<file path="src/rtl/axi_pkg.sv">
// Shared AXI read-arbiter types: arbiter FSM states plus AXI burst and response encodings.
package axi_pkg;

  typedef enum logic [1:0] {
    IDLE = 2'd0,
    ADDR = 2'd1,
    DATA = 2'd2
  } arb_state_t;

  localparam logic [1:0] BURST_FIXED = 2'b00;
  localparam logic [1:0] BURST_INCR  = 2'b01;
  localparam logic [1:0] BURST_WRAP  = 2'b10;

  localparam logic [1:0] OKAY   = 2'd0;
  localparam logic [1:0] EXOKAY = 2'd1;
  localparam logic [1:0] SLVERR = 2'd2;
  localparam logic [1:0] DECERR = 2'd3;

endpackage

</file>
<file path="src/rtl/rr_arb2.sv">
// Two-way round-robin tie breaker: a lone requester always wins, prio picks the winner of a tie.
module rr_arb2 (
  input  logic [1:0] req,
  input  logic       prio,
  output logic [1:0] gnt
);

  always_comb begin
    gnt = req;
    if (req == 2'b11) gnt = prio ? 2'b10 : 2'b01;
  end

endmodule

</file>
<file path="src/rtl/axi_rd_arbiter.sv">
// Shares one AXI read channel between the I$ (s0) and D$ (s1) line-fill ports, one burst at a time.
// Optional perf counters are compiled in with AXI_RD_ARB_PERF_EN.
module axi_rd_arbiter
  import axi_pkg::*;
#(
  parameter int ID_WIDTH   = 13,
  parameter int ADDR_WIDTH = 64,
  parameter int DATA_WIDTH = 64
) (
  input  logic                  clk,
  input  logic                  reset,
  input  logic [ID_WIDTH-1:0]   s0_arid,
  input  logic [ADDR_WIDTH-1:0] s0_araddr,
  input  logic [7:0]            s0_arlen,
  input  logic [2:0]            s0_arsize,
  input  logic [1:0]            s0_arburst,
  input  logic                  s0_arvalid,
  output logic                  s0_arready,
  output logic [ID_WIDTH-1:0]   s0_rid,
  output logic [DATA_WIDTH-1:0] s0_rdata,
  output logic [1:0]            s0_rresp,
  output logic                  s0_rlast,
  output logic                  s0_rvalid,
  input  logic                  s0_rready,
  input  logic [ID_WIDTH-1:0]   s1_arid,
  input  logic [ADDR_WIDTH-1:0] s1_araddr,
  input  logic [7:0]            s1_arlen,
  input  logic [2:0]            s1_arsize,
  input  logic [1:0]            s1_arburst,
  input  logic                  s1_arvalid,
  output logic                  s1_arready,
  output logic [ID_WIDTH-1:0]   s1_rid,
  output logic [DATA_WIDTH-1:0] s1_rdata,
  output logic [1:0]            s1_rresp,
  output logic                  s1_rlast,
  output logic                  s1_rvalid,
  input  logic                  s1_rready,
  output logic [ID_WIDTH-1:0]   m_axi_arid,
  output logic [ADDR_WIDTH-1:0] m_axi_araddr,
  output logic [7:0]            m_axi_arlen,
  output logic [2:0]            m_axi_arsize,
  output logic [1:0]            m_axi_arburst,
  output logic                  m_axi_arlock,
  output logic [3:0]            m_axi_arcache,
  output logic [2:0]            m_axi_arprot,
  output logic                  m_axi_arvalid,
  input  logic                  m_axi_arready,
  input  logic [ID_WIDTH-1:0]   m_axi_rid,
  input  logic [DATA_WIDTH-1:0] m_axi_rdata,
  input  logic [1:0]            m_axi_rresp,
  input  logic                  m_axi_rlast,
  input  logic                  m_axi_rvalid,
  output logic                  m_axi_rready
`ifdef AXI_RD_ARB_PERF_EN
  ,
  output logic [31:0]           perf_grant0,
  output logic [31:0]           perf_grant1,
  output logic [31:0]           perf_wait
`endif
);

  arb_state_t state, state_nxt;
  logic       owner, owner_nxt;
  logic       prio, prio_nxt;
  logic [1:0] gnt;
  logic       r_done;

  rr_arb2 u_rr_arb2 (
    .req  ({s1_arvalid, s0_arvalid}),
    .prio (prio),
    .gnt  (gnt)
  );

  assign r_done = m_axi_rvalid & m_axi_rready & m_axi_rlast;

  always_ff @(posedge clk or posedge reset) begin
    if (reset) begin
      state <= IDLE;
      owner <= 1'b0;
      prio  <= 1'b0;
    end else begin
      state <= state_nxt;
      owner <= owner_nxt;
      prio  <= prio_nxt;
    end
  end

  always_comb begin
    state_nxt = state;
    owner_nxt = owner;
    prio_nxt  = prio;
    unique case (state)
      IDLE: if (|gnt) begin
        owner_nxt = gnt[1];
        state_nxt = ADDR;
      end
      ADDR: if (m_axi_arready) state_nxt = DATA;
      DATA: if (r_done) begin
        state_nxt = IDLE;
        prio_nxt  = ~owner;
      end
      default: state_nxt = IDLE;
    endcase
  end

  // Handshake steering: only the owner ever sees a ready/valid from downstream.
  always_comb begin
    m_axi_arvalid = 1'b0;
    m_axi_rready  = 1'b0;
    s0_arready    = 1'b0;
    s1_arready    = 1'b0;
    s0_rvalid     = 1'b0;
    s1_rvalid     = 1'b0;
    unique case (state)
      ADDR: begin
        m_axi_arvalid = 1'b1;
        s0_arready    = ~owner & m_axi_arready;
        s1_arready    =  owner & m_axi_arready;
      end
      DATA: begin
        m_axi_rready = owner ? s1_rready : s0_rready;
        s0_rvalid    = ~owner & m_axi_rvalid;
        s1_rvalid    =  owner & m_axi_rvalid;
      end
      default: ;
    endcase
  end

  assign m_axi_arid    = owner ? s1_arid    : s0_arid;
  assign m_axi_araddr  = owner ? s1_araddr  : s0_araddr;
  assign m_axi_arlen   = owner ? s1_arlen   : s0_arlen;
  assign m_axi_arsize  = owner ? s1_arsize  : s0_arsize;
  assign m_axi_arburst = owner ? s1_arburst : s0_arburst;
  assign m_axi_arlock  = 1'b0;
  assign m_axi_arcache = 4'd0;
  assign m_axi_arprot  = 3'd0;

  assign s0_rid   = m_axi_rid;
  assign s0_rdata = m_axi_rdata;
  assign s0_rresp = m_axi_rresp;
  assign s0_rlast = m_axi_rlast;
  assign s1_rid   = m_axi_rid;
  assign s1_rdata = m_axi_rdata;
  assign s1_rresp = m_axi_rresp;
  assign s1_rlast = m_axi_rlast;

`ifdef AXI_RD_ARB_PERF_EN
  // Counters wrap naturally at 2^32.
  always_ff @(posedge clk or posedge reset) begin
    if (reset) begin
      perf_grant0 <= 32'd0;
      perf_grant1 <= 32'd0;
      perf_wait   <= 32'd0;
    end else begin
      if (s0_arvalid & s0_arready) perf_grant0 <= perf_grant0 + 32'd1;
      if (s1_arvalid & s1_arready) perf_grant1 <= perf_grant1 + 32'd1;
      if ((s0_arvalid & ~s0_arready) | (s1_arvalid & ~s1_arready))
        perf_wait <= perf_wait + 32'd1;
    end
  end
`endif

endmodule

</file>
<file path="config.mk">
export PLATFORM = sky130hd
export DESIGN_NAME = axi_rd_arbiter
export DESIGN_NICKNAME = d
export VERILOG_FILES = /design/src/rtl/axi_pkg.sv /design/src/rtl/rr_arb2.sv /design/src/rtl/axi_rd_arbiter.sv
export SDC_FILE = /design/constraint.sdc
export NUM_CORES = 1
export LEC_CHECK = 0
export BUFFER_PORTS_ARGS = -buffer_cell sky130_fd_sc_hd__buf_4
export CAP_MARGIN = 20
export CELL_PAD_IN_SITES_DETAIL_PLACEMENT = 1
export CELL_PAD_IN_SITES_GLOBAL_PLACEMENT = 2
export CORE_AREA = 2 2 207 209
export CTS_CLUSTER_DIAMETER = 50
export CTS_CLUSTER_SIZE = 16
export DETAILED_ROUTE_END_ITERATION = 8
export DIE_AREA = 0 0 209 211
export HOLD_SLACK_MARGIN = 0.03
export PLACE_DENSITY_LB_ADDON = 0.1
export SLEW_MARGIN = 20
export SYNTH_ARGS = -nofsm -noshare
export SYNTH_HDL_FRONTEND = slang
export SYNTH_SLANG_ARGS = --single-unit
</file>
<file path="constraint.sdc">
create_clock -name clk -period 1.3 [get_ports clk]
set_input_delay 0.13 -clock clk [delete_from_list [all_inputs] [get_ports clk]]
set_output_delay 0.13 -clock clk [all_outputs]
set_load 0.05 [all_outputs]
</file>
==> flow_summary.json, run 1 <==
{
  "status": "finished with violations",
  "violations": "negative setup slack",
  "antenna_found_initial": 1,
  "rows": 75,
  "fmax_mhz": 604,
  "p_int_mw": 4.68,
  "fin_ws_ns": -0.355,
  "cp_top_family": "buffers and inverters",
  "syn_inst": 298,
  "most-common-layout-cells": "buf_4, buf_6, mux2_2, mux2_4, conb_1",
  "syn_area_um2": 2730,
  "synth_top_area_share": 0.462,
  "areaGrowthSynthToFinish_pct": 82.1,
  "min_path_type": "primary input to register",
  "drt-initial-drc-count": 34,
  "dp_slack_ns": -0.201,
  "drc_errors": 0,
  "core-area_um2": 41800,
  "crit_slowest_cell": "dfrtp_4",
  "cts_buffer_depth": 2,
  "synth.distinct_cells": 20,
  "vias": 2514,
  "synth_area_leaders": "buf_4, mux2_2, mux2_4",
  "ys.flop_type": "dfrtp_1",
  "track_usage": 0.0573,
  "p_switching_mw": 5.43,
  "comb_power_share": 0.926,
  "ios": 532,
  "path_class": "register to output pin",
  "wl_met3_um": 2480,
  "portBuffers": 286,
  "cts_tree": "yes",
  "rsz0062_at_grt": "true",
  "path_cells": "buf_12 -> buf_12 -> mux2_2 -> buf_6",
  "worst_ep_arrival_time_ns": 1.53,
  "yosysSeqAreaShare": 0.0367,
  "grt_overflow_total": 0,
  "dp_hpwl_um": 12500,
  "die_width_um": 209,
  "hold_viol": 0,
  "initial_core_util": 0.0654,
  "fin_cells": 975,
  "min_period_ns": 1.66,
  "grt_pass1_wl_um": 18900,
  "avgSynthCellArea_um2": 9.16,
  "cp-end-kind": "output pin",
  "critPathMaxStageDelay_ns": 0.43,
  "wl_met1_um": 3800,
  "met2_length_um": 7210,
  "swShare": 0.537,
  "p_per_area_nw_per_um2": 2030,
  "ys_ff_latch": 4,
  "synth_top_cell_by_area": "buf_4",
  "synth_edf_count": 0,
  "critical_path.max_fanout": 11,
  "setup_viol_count_final": 96,
  "clkLatencyLatePin_ns": 0.23,
  "cts_sinks": 4,
  "vias_per_cell": 2.58,
  "drt-wirelength-per-cell_um": 14.4,
  "start_kind": "register",
  "gp_congestion": 0.674,
  "die_y_um": 211,
  "ys_warn_count": 0,
  "drv_slew": 0,
  "die_area_um2": 44100,
  "synthArstFlopShare": 1.00,
  "h-tree-depth": 1,
  "final_layout_size_suffix_gt1_frac": 0.936,
  "register_area_um2": 104,
  "max-cap-violations": 0,
  "ir_drop_mv": 0.513,
  "leakage_nw": 2.33,
  "critPathBufInv": 3,
  "numCtsBuffers": 3,
  "required_ns": 1.17,
  "cts.reportedPaths.clkPinSlew_ns": 0.03,
  "path_common_cell": "buf_12",
  "antenna_left": 0,
  "period_share": 1.27,
  "grt_pass1_vias": 2912,
  "n_fill_cell": 4907,
  "skew_ns": 0.00266,
  "clkPwrFrac": 0.050,
  "root_buffer": "clkbuf_16",
  "multi_input_comb_area_um2": 1350,
  "grt_max_degree": 20,
  "nets": 705,
  "drt_pre_antenna_iters": 3,
  "drt-total-wl_um": 14000,
  "num_antenna_cells": 0,
  "dp.cells": 965,
  "topRoutingLayerUsed": "met5",
  "mostFrequentLayoutCell": "buf_4",
  "p_seq_frac": 0.025
}
-- final timing paths --
check	slack [ns]	from	to	cells after the start
max	-0.36	owner	m_axi_araddr[25]	4
min	0.10	m_axi_arready	state[0]	2
max reg2reg	-0.04	owner	prio	4
min reg2reg	0.55	prio	owner	2
max in group asynchronous	0.75	reset	owner	3
min in group asynchronous	0.36	reset	owner	3
-- logic make-up (layout without fill, tap and decap cells) --
family          after synthesis  in the layout  share of synthesized area
buf+inv                     181            312                      0.499
mux                          92             92                      0.425
simple gates                 16             16                     0.0293
compound gates                4              4                    0.00871
flops                         4              4                     0.0367
other cells                   1              8                    0.00137
-- flip-flops by register name, summed over array words and instances, names as in the netlist --
name and count:
state 2, owner 1, prio 1
-- stage by stage --
step                setup TNS, ns  total power, mW  area, um^2   util  hold slack, ns
floorplan                 -0.0362             7.28        2780      -          -0.104
global placement           -13.07             8.80        4430  0.106          0.0589
detailed placement         -13.39             8.74        4430  0.106          0.0520
CTS                        -32.91             10.1        4910  0.118           0.103
global route               -35.09             10.6        4970  0.119           0.112
finish                     -30.75             10.1        4970  0.119           0.101
-- power groups by stage --
stage                     Combinational, mW  Clock (mW)  Sequential, mW
after floorplan                        7.04           0           0.234
after global placement                 8.55           0           0.250
after detailed placement               8.49           0           0.251
after CTS                              9.34       0.504           0.253
after global routing                   9.81       0.520           0.258
final                                  9.35       0.501           0.251
-- synthesized netlist by cell type (2+ instances only) --
cell type	instances
and3_1	2
inv_1	2
buf_6	6
nor2_1	4
buf_2	5
mux2_2	56
nor2b_1	2
dfrtp_1	4
mux2i_1	2
nand2_1	5
buf_4	168
mux2_4	34
-- per-layer routing --
metal | track usage | up-vias
met1 | 0.0450 | 1094
met3 | 0.0407 | 39
met4 | 0.0266 | 2
met5 | 0 | -
met2 | 0.106 | 292
li1 | - | 1087
-- what timing repair did --
action                                 CTS  global route
hold buffers                             1             0
endpoints found under the hold margin    4             0
buffers inserted                         3             0
cloned                                   0             2
pin swaps                                2             0
setup endpoints to repair               97            98
gates resized for setup                 94             4
-- final cells by class --
cell class / count / share of cell area
repair buffers: 306 / 0.555
multi-input cells: 120 / 0.271
well taps: 539 / 0.136
flip-flops and latches: 4 / 0.0209
clock buffers: 4 / 0.0159
inverters: 2 / 0.00151
(Power assumes the default switching activity.)
==> run 2: changes to the inputs <==
--- a/config.mk
+++ b/config.mk
@@ -5,15 +5,15 @@
 export SDC_FILE = /design/constraint.sdc
 export NUM_CORES = 1
 export LEC_CHECK = 0
-export BUFFER_PORTS_ARGS = -buffer_cell sky130_fd_sc_hd__buf_4
 export CAP_MARGIN = 20
 export CELL_PAD_IN_SITES_DETAIL_PLACEMENT = 1
 export CELL_PAD_IN_SITES_GLOBAL_PLACEMENT = 2
-export CORE_AREA = 2 2 207 209
+export CORE_AREA = 2 2 206 208
 export CTS_CLUSTER_DIAMETER = 50
 export CTS_CLUSTER_SIZE = 16
 export DETAILED_ROUTE_END_ITERATION = 8
-export DIE_AREA = 0 0 209 211
+export DIE_AREA = 0 0 208 210
+export DONT_BUFFER_PORTS = 1
 export HOLD_SLACK_MARGIN = 0.03
 export PLACE_DENSITY_LB_ADDON = 0.1
 export SLEW_MARGIN = 20
==> flow_summary.json, run 2 (synthesis results as in run 1) <==
{
  "status": "finished with violations",
  "violations": "negative setup slack",
  "num_antenna_cells": 0,
  "hold_viol": 0,
  "top_register": "state",
  "rsz0062_at_grt": "true",
  "cp_top_family": "flip-flops",
  "fmax_mhz": 608,
  "portBuffers": 0,
  "path_class": "register to output pin",
  "h-tree-depth": 1,
  "reg_top3": "state: 2 flops, owner: 1 flops, prio: 1 flops",
  "largest_reg_flops": 2,
  "ff2ff_path_depth": 4,
  "track_usage": 0.0396,
  "grt_overflow_total": 0,
  "antenna_found_initial": 0,
  "dp_hpwl_um": 7960,
  "path_depth": 3,
  "cts_tree": "yes",
  "finalPower_mw": 8.61,
  "gp_congestion": 0.609,
  "vias_per_cell": 2.08,
  "cts_sinks": 4,
  "clkLatencyLatePin_ns": 0.24,
  "grt_pass1_wl_um": 12100,
  "most-common-layout-cells": "mux2_4, mux2_2, conb_1, buf_12, buf_16",
  "skew_ns": 0.00935,
  "cts_buffer_depth": 2,
  "vias": 1443,
  "p_per_area_nw_per_um2": 3020,
  "ios": 532,
  "mostFrequentLayoutCell": "mux2_4",
  "worstReg2RegStart": "owner",
  "grt_use_met2": 0.0833,
  "rows": 75,
  "start_kind": "register",
  "fin_ws_ns": -0.343,
  "startpoint": "owner",
  "grt_pass1_vias": 1607,
  "required_ns": 1.17,
  "r2r_slack_ns": -0.20,
  "drt-wirelength-per-cell_um": 14.7,
  "drc_errors": 0,
  "endpoint": "m_axi_araddr[46]",
  "cp-end-kind": "output pin",
  "utilization": 0.0688,
  "setup_viol_count_final": 97,
  "die_width_um": 208,
  "core-area_um2": 41500,
  "met3_usage": 0.0213,
  "ir_drop_mv": 0.499,
  "critical_path.max_fanout": 8,
  "areaGrowthSynthToFinish_pct": 4.49,
  "crit_slowest_cell": "dfrtp_4",
  "critPathBufInv": 2,
  "max-cap-violations": 0,
  "worst_ep_arrival_time_ns": 1.51,
  "root_buffer": "clkbuf_16",
  "antenna_left": 0,
  "min_period_ns": 1.64,
  "period_share": 1.26,
  "drt_pre_antenna_iters": 3,
  "path_cells": "buf_12 -> clkbuf_16 -> mux2_4",
  "die_y_um": 210,
  "grt-busiest-layer": "met2",
  "final_layout_size_suffix_gt1_frac": 0.825,
  "nets": 423,
  "critPathMaxStageDelay_ns": 0.52,
  "leakage_nw": 1.10,
  "r2r_end": "prio",
  "initial_core_util": 0.0658,
  "die_area_um2": 43700,
  "grt_max_degree": 25,
  "drt-total-wl_um": 10200,
  "numCtsBuffers": 3,
  "drv_slew": 0,
  "min_path_type": "primary input to register",
  "drt-initial-drc-count": 44,
  "use_met1": 0.0277,
  "cts.reportedPaths.clkPinSlew_ns": 0.04
}
run 2: changes by cell type in the layout (fill, tap and decap cells not counted), sizes merged:
cell	change
buf	-283
dlygate4sd3	+1
run 2: where the power goes:
group	switching (mW)	internal, mW
registers	0.0930	0.196
logic	4.92	2.86
clock network	0.127	0.409
total	5.14	3.46
run 2: worst min-delay path by stage:
stage          endpoint  startpoint  cells past startpoint  slack, ns
3_3_place_gp      owner       reset                      1      -0.01
4_1_cts           owner  s0_arvalid                      1       0.04
2_1_floorplan     owner       reset                      1      -0.10
5_1_grt           owner  s0_arvalid                      1       0.03
3_5_place_dp      owner       reset                      1      -0.02
6_report          owner  s0_arvalid                      1       0.02
run 2: cell type report:
cell class / count / area (um^2)
clock buffer: 4 / 78.8
inverter: 2 / 7.51
sequential: 4 / 104
multi-input combinational: 120 / 1520
timing repair buffer: 24 / 468
fill: 4876 / 38600
tap: 539 / 674
run 2: worst register-to-register path, cell delays in order (launching register included):
cell and delay, ns:
dfrtp_4 0.52, buf_16 0.19, mux2i_4 0.27, nor3_2 0.21
mux2i_1 0.22
run 2: what timing repair did:
action | 4_1_cts | 5_1_grt
gates resized for setup | 57 | 9
cloned | 5 | 2
buffers inserted | 5 | 2
endpoints found under the setup margin | 97 | 98
endpoints found under the hold margin | 5 | 0
hold buffers | 2 | 0
pin swaps | 1 | 2
run 2: stage by stage:
step	std cells	area, um^2	TNS (ns)	setup slack [ns]	hold slack, ns
after floorplan	305	2780	-0.0362	-0.0181	-0.104
final	693	2850	-28.42	-0.343	0.0215
after CTS	691	2780	-30.63	-0.370	0.0409
after global placement	675	2270	-3.91	-0.201	-0.0117
after global routing	693	2850	-31.74	-0.373	0.0330
after detailed placement	675	2270	-4.78	-0.215	-0.0167
run 2: routing by layer:
| metal | up-vias | part of all wire | wire, um |
|---|---|---|---|
| met4 | 0 | 0.036 | 365 |
| li1 | 524 | - | - |
| met1 | 606 | 0.23 | 2380 |
| met2 | 275 | 0.58 | 5940 |
| met3 | 38 | 0.15 | 1510 |
| met5 | - | 0 | 0 |
